File: src/rtl/sdi_xcvr_link_supervisor.sv
// ---------------------------------------------------------------------------
// sdi_xcvr_link_supervisor
//
// Purpose:
//   Drives the `reset` input of the Stratix 10 transceiver reset controller
//   for the SDI link. It brings the link up, times out bring-ups that fail,
//   and restarts the reset sequence after a back-off when lock is lost,
//   when a ready drops, or when software asks for it.
//
// Optional feature (compile-time macro):
//   SDI_XCVR_SUP_RETRY_LIMIT_EN
//     defined   : MAX_RETRIES consecutive bring-up timeouts park the link in
//                 FAULT (fault=1, ctrl_reset=1) until kick or enable=0.
//     undefined : FAULT is unreachable, fault is tied 0 and retries go on
//                 indefinitely.
//
// Ports:
//   clock               in   system clock, shared with the reset controller
//   reset               in   synchronous, active-high reset
//   enable              in   level, link operation permitted
//   kick                in   single-cycle software relink request
//   tx_ready            in   reset controller tx ready (clock domain)
//   rx_ready            in   reset controller rx ready (clock domain)
//   rx_is_lockedtodata  in   CDR lock, asynchronous (2-flop synchronised)
//   ctrl_reset          out  to the reset controller `reset` input
//   link_up             out  high only in UP
//   relink_pulse        out  one-cycle pulse on each UP->BACKOFF transition
//   retry_count   [3:0] out  consecutive bring-up timeouts, saturating at 15
//   sup_state     [2:0] out  IDLE=0 HOLD=1 WAIT_RDY=2 UP=3 BACKOFF=4 FAULT=5
//   fault               out  high in FAULT
// ---------------------------------------------------------------------------
module sdi_xcvr_link_supervisor #(
  parameter int RST_HOLD_CYCLES = 16,
  parameter int READY_TIMEOUT   = 1000000,
  parameter int LOL_DEBOUNCE    = 64,
  parameter int BACKOFF_CYCLES  = 1024,
  parameter int MAX_RETRIES     = 7
) (
  input  logic       clock,
  input  logic       reset,
  input  logic       enable,
  input  logic       kick,
  input  logic       tx_ready,
  input  logic       rx_ready,
  input  logic       rx_is_lockedtodata,
  output logic       ctrl_reset,
  output logic       link_up,
  output logic       relink_pulse,
  output logic [3:0] retry_count,
  output logic [2:0] sup_state,
  output logic       fault
);

  typedef enum logic [2:0] {
    S_IDLE     = 3'd0,
    S_HOLD     = 3'd1,
    S_WAIT_RDY = 3'd2,
    S_UP       = 3'd3,
    S_BACKOFF  = 3'd4,
    S_FAULT    = 3'd5
  } state_t;

  // Down-counter load values: a load of N-1 followed by "leave at 0"
  // keeps the state for exactly N cycles.
  localparam logic [23:0] LP_HOLD_LD = 24'(RST_HOLD_CYCLES - 1);
  localparam logic [23:0] LP_WAIT_LD = 24'(READY_TIMEOUT - 1);
  localparam logic [23:0] LP_BO_LD   = 24'(BACKOFF_CYCLES - 1);
  localparam logic [23:0] LP_LOL_MAX = 24'(LOL_DEBOUNCE);

  // Reject out-of-range parameters at elaboration.
  if (RST_HOLD_CYCLES < 1 || RST_HOLD_CYCLES > 16777215 ||
      READY_TIMEOUT   < 1 || READY_TIMEOUT   > 16777215 ||
      LOL_DEBOUNCE    < 1 || LOL_DEBOUNCE    > 16777215 ||
      BACKOFF_CYCLES  < 1 || BACKOFF_CYCLES  > 16777215 ||
      MAX_RETRIES     < 1 || MAX_RETRIES     > 15) begin : g_bad_param
    $error("sdi_xcvr_link_supervisor: parameter out of range");
  end

  function automatic logic [3:0] sat_inc(input logic [3:0] v);
    return (v == 4'hF) ? v : v + 4'd1;
  endfunction

  logic        r_lock_meta;
  logic        r_lock_sync;
  state_t      r_state;
  logic [23:0] r_cnt;
  logic [23:0] r_dbnc;
  logic        r_ctrl_reset;
  logic        r_link_up;
  logic        r_relink;
  logic [3:0]  r_retry;

  logic [3:0]  w_retry_next;
  logic        w_limit_hit;
  logic        w_lol;
  logic        w_up_exit;

  // ---- lock synchroniser ----
  always_ff @(posedge clock) begin
    if (reset) begin
      r_lock_meta <= 1'b0;
      r_lock_sync <= 1'b0;
    end else begin
      r_lock_meta <= rx_is_lockedtodata;
      r_lock_sync <= r_lock_meta;
    end
  end

  assign w_retry_next = sat_inc(r_retry);

`ifdef SDI_XCVR_SUP_RETRY_LIMIT_EN
  logic r_fault;
  // >= rather than == so a retry count held across an enable=0 episode
  // still lands in FAULT on its next timeout.
  assign w_limit_hit = (w_retry_next >= 4'(MAX_RETRIES));
  assign fault       = r_fault;
`else
  assign w_limit_hit = 1'b0;
  assign fault       = 1'b0;
`endif

  // The debounce count is compared in its registered form, which gives the
  // 2 + LOL_DEBOUNCE + 1 cycle detection latency from a lock drop.
  assign w_lol     = (r_dbnc == LP_LOL_MAX);
  assign w_up_exit = ~tx_ready | ~rx_ready | kick | w_lol;

  // ---- supervisor FSM, all outputs registered with the state ----
  always_ff @(posedge clock) begin
    if (reset) begin
      r_state      <= S_IDLE;
      r_cnt        <= '0;
      r_dbnc       <= '0;
      r_ctrl_reset <= 1'b1;
      r_link_up    <= 1'b0;
      r_relink     <= 1'b0;
      r_retry      <= 4'd0;
`ifdef SDI_XCVR_SUP_RETRY_LIMIT_EN
      r_fault      <= 1'b0;
`endif
    end else begin
      r_relink <= 1'b0;
      // Debounce only accumulates while UP; every other path clears it.
      r_dbnc   <= '0;
      if (!enable) begin
        // enable=0 overrides every transition; retry_count is kept.
        r_state      <= S_IDLE;
        r_ctrl_reset <= 1'b1;
        r_link_up    <= 1'b0;
`ifdef SDI_XCVR_SUP_RETRY_LIMIT_EN
        r_fault      <= 1'b0;
`endif
      end else begin
        case (r_state)
          S_IDLE: begin
            r_state      <= S_HOLD;
            r_cnt        <= LP_HOLD_LD;
            r_ctrl_reset <= 1'b1;
          end

          S_HOLD: begin
            if (r_cnt == '0) begin
              r_state      <= S_WAIT_RDY;
              r_cnt        <= LP_WAIT_LD;
              r_ctrl_reset <= 1'b0;
            end else begin
              r_cnt <= r_cnt - 24'd1;
            end
          end

          S_WAIT_RDY: begin
            // Readiness is checked first so it wins over a same-cycle timeout.
            if (tx_ready && rx_ready) begin
              r_state   <= S_UP;
              r_link_up <= 1'b1;
              r_retry   <= 4'd0;
            end else if (kick) begin
              r_state      <= S_BACKOFF;
              r_cnt        <= LP_BO_LD;
              r_ctrl_reset <= 1'b1;
            end else if (r_cnt == '0) begin
              r_retry      <= w_retry_next;
              r_ctrl_reset <= 1'b1;
              if (w_limit_hit) begin
                r_state <= S_FAULT;
`ifdef SDI_XCVR_SUP_RETRY_LIMIT_EN
                r_fault <= 1'b1;
`endif
              end else begin
                r_state <= S_BACKOFF;
                r_cnt   <= LP_BO_LD;
              end
            end else begin
              r_cnt <= r_cnt - 24'd1;
            end
          end

          S_UP: begin
            if (w_up_exit) begin
              r_state      <= S_BACKOFF;
              r_cnt        <= LP_BO_LD;
              r_ctrl_reset <= 1'b1;
              r_link_up    <= 1'b0;
              r_relink     <= 1'b1;
            end else begin
              r_dbnc <= r_lock_sync ? 24'd0 : r_dbnc + 24'd1;
            end
          end

          S_BACKOFF: begin
            if (r_cnt == '0) begin
              r_state <= S_HOLD;
              r_cnt   <= LP_HOLD_LD;
            end else begin
              r_cnt <= r_cnt - 24'd1;
            end
          end

          S_FAULT: begin
`ifdef SDI_XCVR_SUP_RETRY_LIMIT_EN
            if (kick) begin
              r_state <= S_HOLD;
              r_cnt   <= LP_HOLD_LD;
              r_retry <= 4'd0;
              r_fault <= 1'b0;
            end
`else
            // Unreachable without the retry limit; recover through IDLE.
            r_state      <= S_IDLE;
            r_ctrl_reset <= 1'b1;
`endif
          end

          default: begin
            r_state      <= S_IDLE;
            r_ctrl_reset <= 1'b1;
            r_link_up    <= 1'b0;
          end
        endcase
      end
    end
  end

  assign ctrl_reset   = r_ctrl_reset;
  assign link_up      = r_link_up;
  assign relink_pulse = r_relink;
  assign retry_count  = r_retry;
  assign sup_state    = r_state;

endmodule

File: config.mk
export PLATFORM = sky130hd
export DESIGN_NAME = sdi_xcvr_link_supervisor
export DESIGN_NICKNAME = d
export VERILOG_FILES = /design/src/rtl/sdi_xcvr_link_supervisor.sv
export SDC_FILE = /design/constraint.sdc
export NUM_CORES = 1
export LEC_CHECK = 0
export BUFFER_PORTS_ARGS = -buffer_cell sky130_fd_sc_hd__buf_2
export CORE_ASPECT_RATIO = 2
export CORE_MARGIN = 2
export CORE_UTILIZATION = 50
export DETAILED_ROUTE_END_ITERATION = 10
export PLACE_DENSITY = 0.7
export SYNTH_ARGS = -nofsm -noshare
export SYNTH_HDL_FRONTEND = slang
export SYNTH_SLANG_ARGS = --single-unit
File: constraint.sdc
create_clock -name clock -period 2.65 [get_ports clock]
set_clock_uncertainty 0.05 [all_clocks]
set_input_delay 0.1325 -clock clock [delete_from_list [all_inputs] [get_ports clock]]
set_output_delay 0.1325 -clock clock [all_outputs]
set_load 0.005 [all_outputs]
==> results.md <==
- FF-to-FF End: r_cnt[5]
- Ys flop type: dfxtp_1
- Root Buffer: clkbuf_16
- Wire per inst: 14.5 µm
- Ranking of synthesized cells by area: dfxtp_1 37%, nor2_1 6.5%, xnor2_1 4.9%
- Synthesized-area fraction occupied by adder cells: 0.0195
- Cell family with most CP delay: simple AND/OR/NAND/NOR gates
- Final Max Tran Viols: 0
- Max Clk Rate: 404 MHz
- Outcome: finished clean
- CP Capture Type: register
- Slew of the pin with the lowest slew margin: between 0.6 and 0.7 ns
- Clock transition at the registers of the reported paths: 0.06 ns
- CP max stage cell: or4_1
- Row count: 41
- DR vias/cell: 5.78
- Post-CTS Setup Bufs: 0
- WS Path Type: reg2reg
- Max incr delay on CP: 0.56 ns
- Share of cells above drive strength 1: 0.136
- Antenna diodes: 0
- I/O pin cnt: 18
- Hold/Removal Path Class: in2reg
- Gp weighted congestion: about 0.9
- R2r worst-path depth: 6
- Final Instance Count excl. Fillers: ~500
- Synth area leader: dfxtp_1
- WL final: between 7000 and 8000 µm
- CTS Sinks: 60
- Via count: 2973
- CTS tree: built
- Core area: about 6300 µm²
- # H-tree levels: 3
- Max VDD drop: about 0.00046 V
- Hold Path Stages: 3
- Critical path launch point type: register
- Util after Layout: 0.597
- Vias in the first global route: between 2000 and 3000
- Post-synth EDFFs: 0
- FF-to-FF setup slack: 0.18 ns
- CP max FO: 13
- Total track usage: 0.230
- Cell with the most instances after synthesis: dfxtp_1
- R2R Path Start: r_cnt[18]
- Die X-Extent: 60.7 µm
- # DRC: 0
- P_leak: 1.32 nW
- Required @ worst endpoint: between 2 and 3 ns
- Post-synthesis xor/xnor area fraction: 0.0709
- Initial antenna violation count: 0
- GRT overflow: 0
- Synth-to-Final Area Change: 16.4%
- Filler cells: between 500 and 600
- Synthesized net count: between 400 and 500
- Initial Util: 0.513
- Clk buf depth: 2
- Pin count of the biggest net entering global routing: 27
- Cell variety after synth: 58
- Synth top cells by count: 60 x dfxtp_1, 56 x nor2_1, 29 x nand2_1
- Mapped cell area: 3210 µm²
- 1st-pass router iterations: 4
- Main combinational cell family by area after synthesis: simple AND/OR/NAND/NOR gates
- Final Hold Vio Count: 0
- Worst Path Arrival: about 2.7 ns
- First-pass GRT wire length: 12800 µm
- Maxcap violations: 0
- Post-synthesis sequential area ratio: 0.374
- Yosys warning total: 0
- Final setup TNS: 0 ns
- Tmin final: 2.47 ns
- Clock Latency Late Sink: 0.33 ns
- HP Start: enable
- DP Wirelength: about 5400 µm
- Power per cell area: 674 nW/µm²
- Post-route ant nets: 0
- Unrepaired setup endpoints after global routing: no
- Final Cell Area: 3740 µm²
- Mapped Cells: roughly 400
- Post-synth top area share: 0.374
- Worst Path Buf+Inv: 0
- Complex-gate fraction of the synthesized area: 0.179
- Placed insts: 497
- Async set-reset flop share out of synthesis: 0
- Num CTS Buffers: 9
- Cell chain of the critical path: or4_1, or3_1, or3_4, nand2_1, o21ai_0, a221oi_1
- Max-slew headroom: 0.596
- PortBufs: 16
- Die height: 117 µm
- Final setup vio count: 0
- Post-synthesis mux area share: 0.00935
- Iter 0 DRT Violations: roughly 260
- Die area: between 7000 and 8000 µm²
- Simple-gate share of the synthesized area: 0.298
- Yosys reg bits: 60
- Final worst-path cycle share: 0.933
- Dpl cell area: 3420 µm²
- Syn avg cell area: 8.05 µm²
- WHS Endpoint: sup_state[0]
- Nets: 435
kinds of logic (layout without fill, tap and decap cells):
group / Yosys count / count (layout)
xor gates and xnor gates: 26 / 26
buffers and inverters: 37 / 66
AOI/OAI and AO/OA: 83 / 83
adders and majority gates: 5 / 5
muxes: 3 / 3
DFF: 60 / 60
other: 1 / 1
and+or+nand+nor: 184 / 184
power breakdown:
group,switching [mW],internal [mW],total [mW],leakage [nW]
Clock,0.415,0.750,1.16,0.144
Sequential,0.0314,0.929,0.960,0.486
Combinational,0.233,0.160,0.393,0.691
Total,0.680,1.84,2.52,1.32
sequential cells by signal, summed over array words and instances (netlist names):
register and flops:
sup_state 3, retry_count 4, ctrl_reset 1, relink_pulse 1, r_lock_meta 1, r_cnt 24
r_lock_sync 1, link_up 1, r_dbnc 24
what timing repair did:
item | in CTS | in global routing
hold buffers | 1 | 0
hold endpoints to repair | 1 | 0
resized for setup | 0 | 0
worst min-delay path: stages:
cell and delay [ns]:
buf_2 0.13, nand3_1 0.08, mux2i_1 0.06
layer usage:
layer | routed length, µm | vias up | GRT usage | share of wire
li1 | - | 1488 | - | -
met1 | 2860 | 1405 | 0.244 | 0.38
met2 | 4100 | 60 | 0.394 | 0.55
met3 | 241 | 20 | 0.0430 | 0.032
met4 | 241 | 0 | 0.139 | 0.032
met5 | 0 | - | 0 | 0
final cells by class:
type	count	area, µm²	area share
well taps	86	108	0.0288
repair buffers	31	195	0.0522
clock inverters	6	63.8	0.0171
flip-flops and latches	60	1200	0.321
inverters	19	71.3	0.0191
clock buffers	10	239	0.0639
multi-input cells	302	1860	0.497
how the worst max path moves through the flow:
stage,from,end,cells past startpoint
finish,r_cnt[18],r_cnt[5],6
detailed placement,r_cnt[18],r_cnt[5],6
global route,r_cnt[18],r_cnt[5],6
CTS,r_cnt[18],r_cnt[5],6
global placement,r_cnt[18],retry_count[2],7
floorplan,r_cnt[12],retry_count[0],8
per-stage QoR:
stage	power (mW)	setup slack (ns)	hold WS, ns
after global routing	2.62	0.0691	0.106
after global placement	1.36	0.270	0.305
after detailed placement	1.37	0.193	0.307
after floorplan	1.26	0.338	0.211
after CTS	2.54	0.182	0.0653
final	2.52	0.177	0.0740
layout by cell type (no fill, tap or decap), types with 10 or more instances in the layout:
| cell type | instances |
|---|---|
| dfxtp_1 | 60 |
| nor2_1 | 56 |
| nand2_1 | 29 |
| a21oi_1 | 20 |
| o21ai_0 | 19 |
| inv_1 | 18 |
| nor3_1 | 18 |
| xnor2_1 | 18 |
| buf_2 | 16 |
| nand3_1 | 15 |
| buf_4 | 14 |
| nor4_1 | 10 |
No activity file was read; power rests on OpenSTA's default activity.
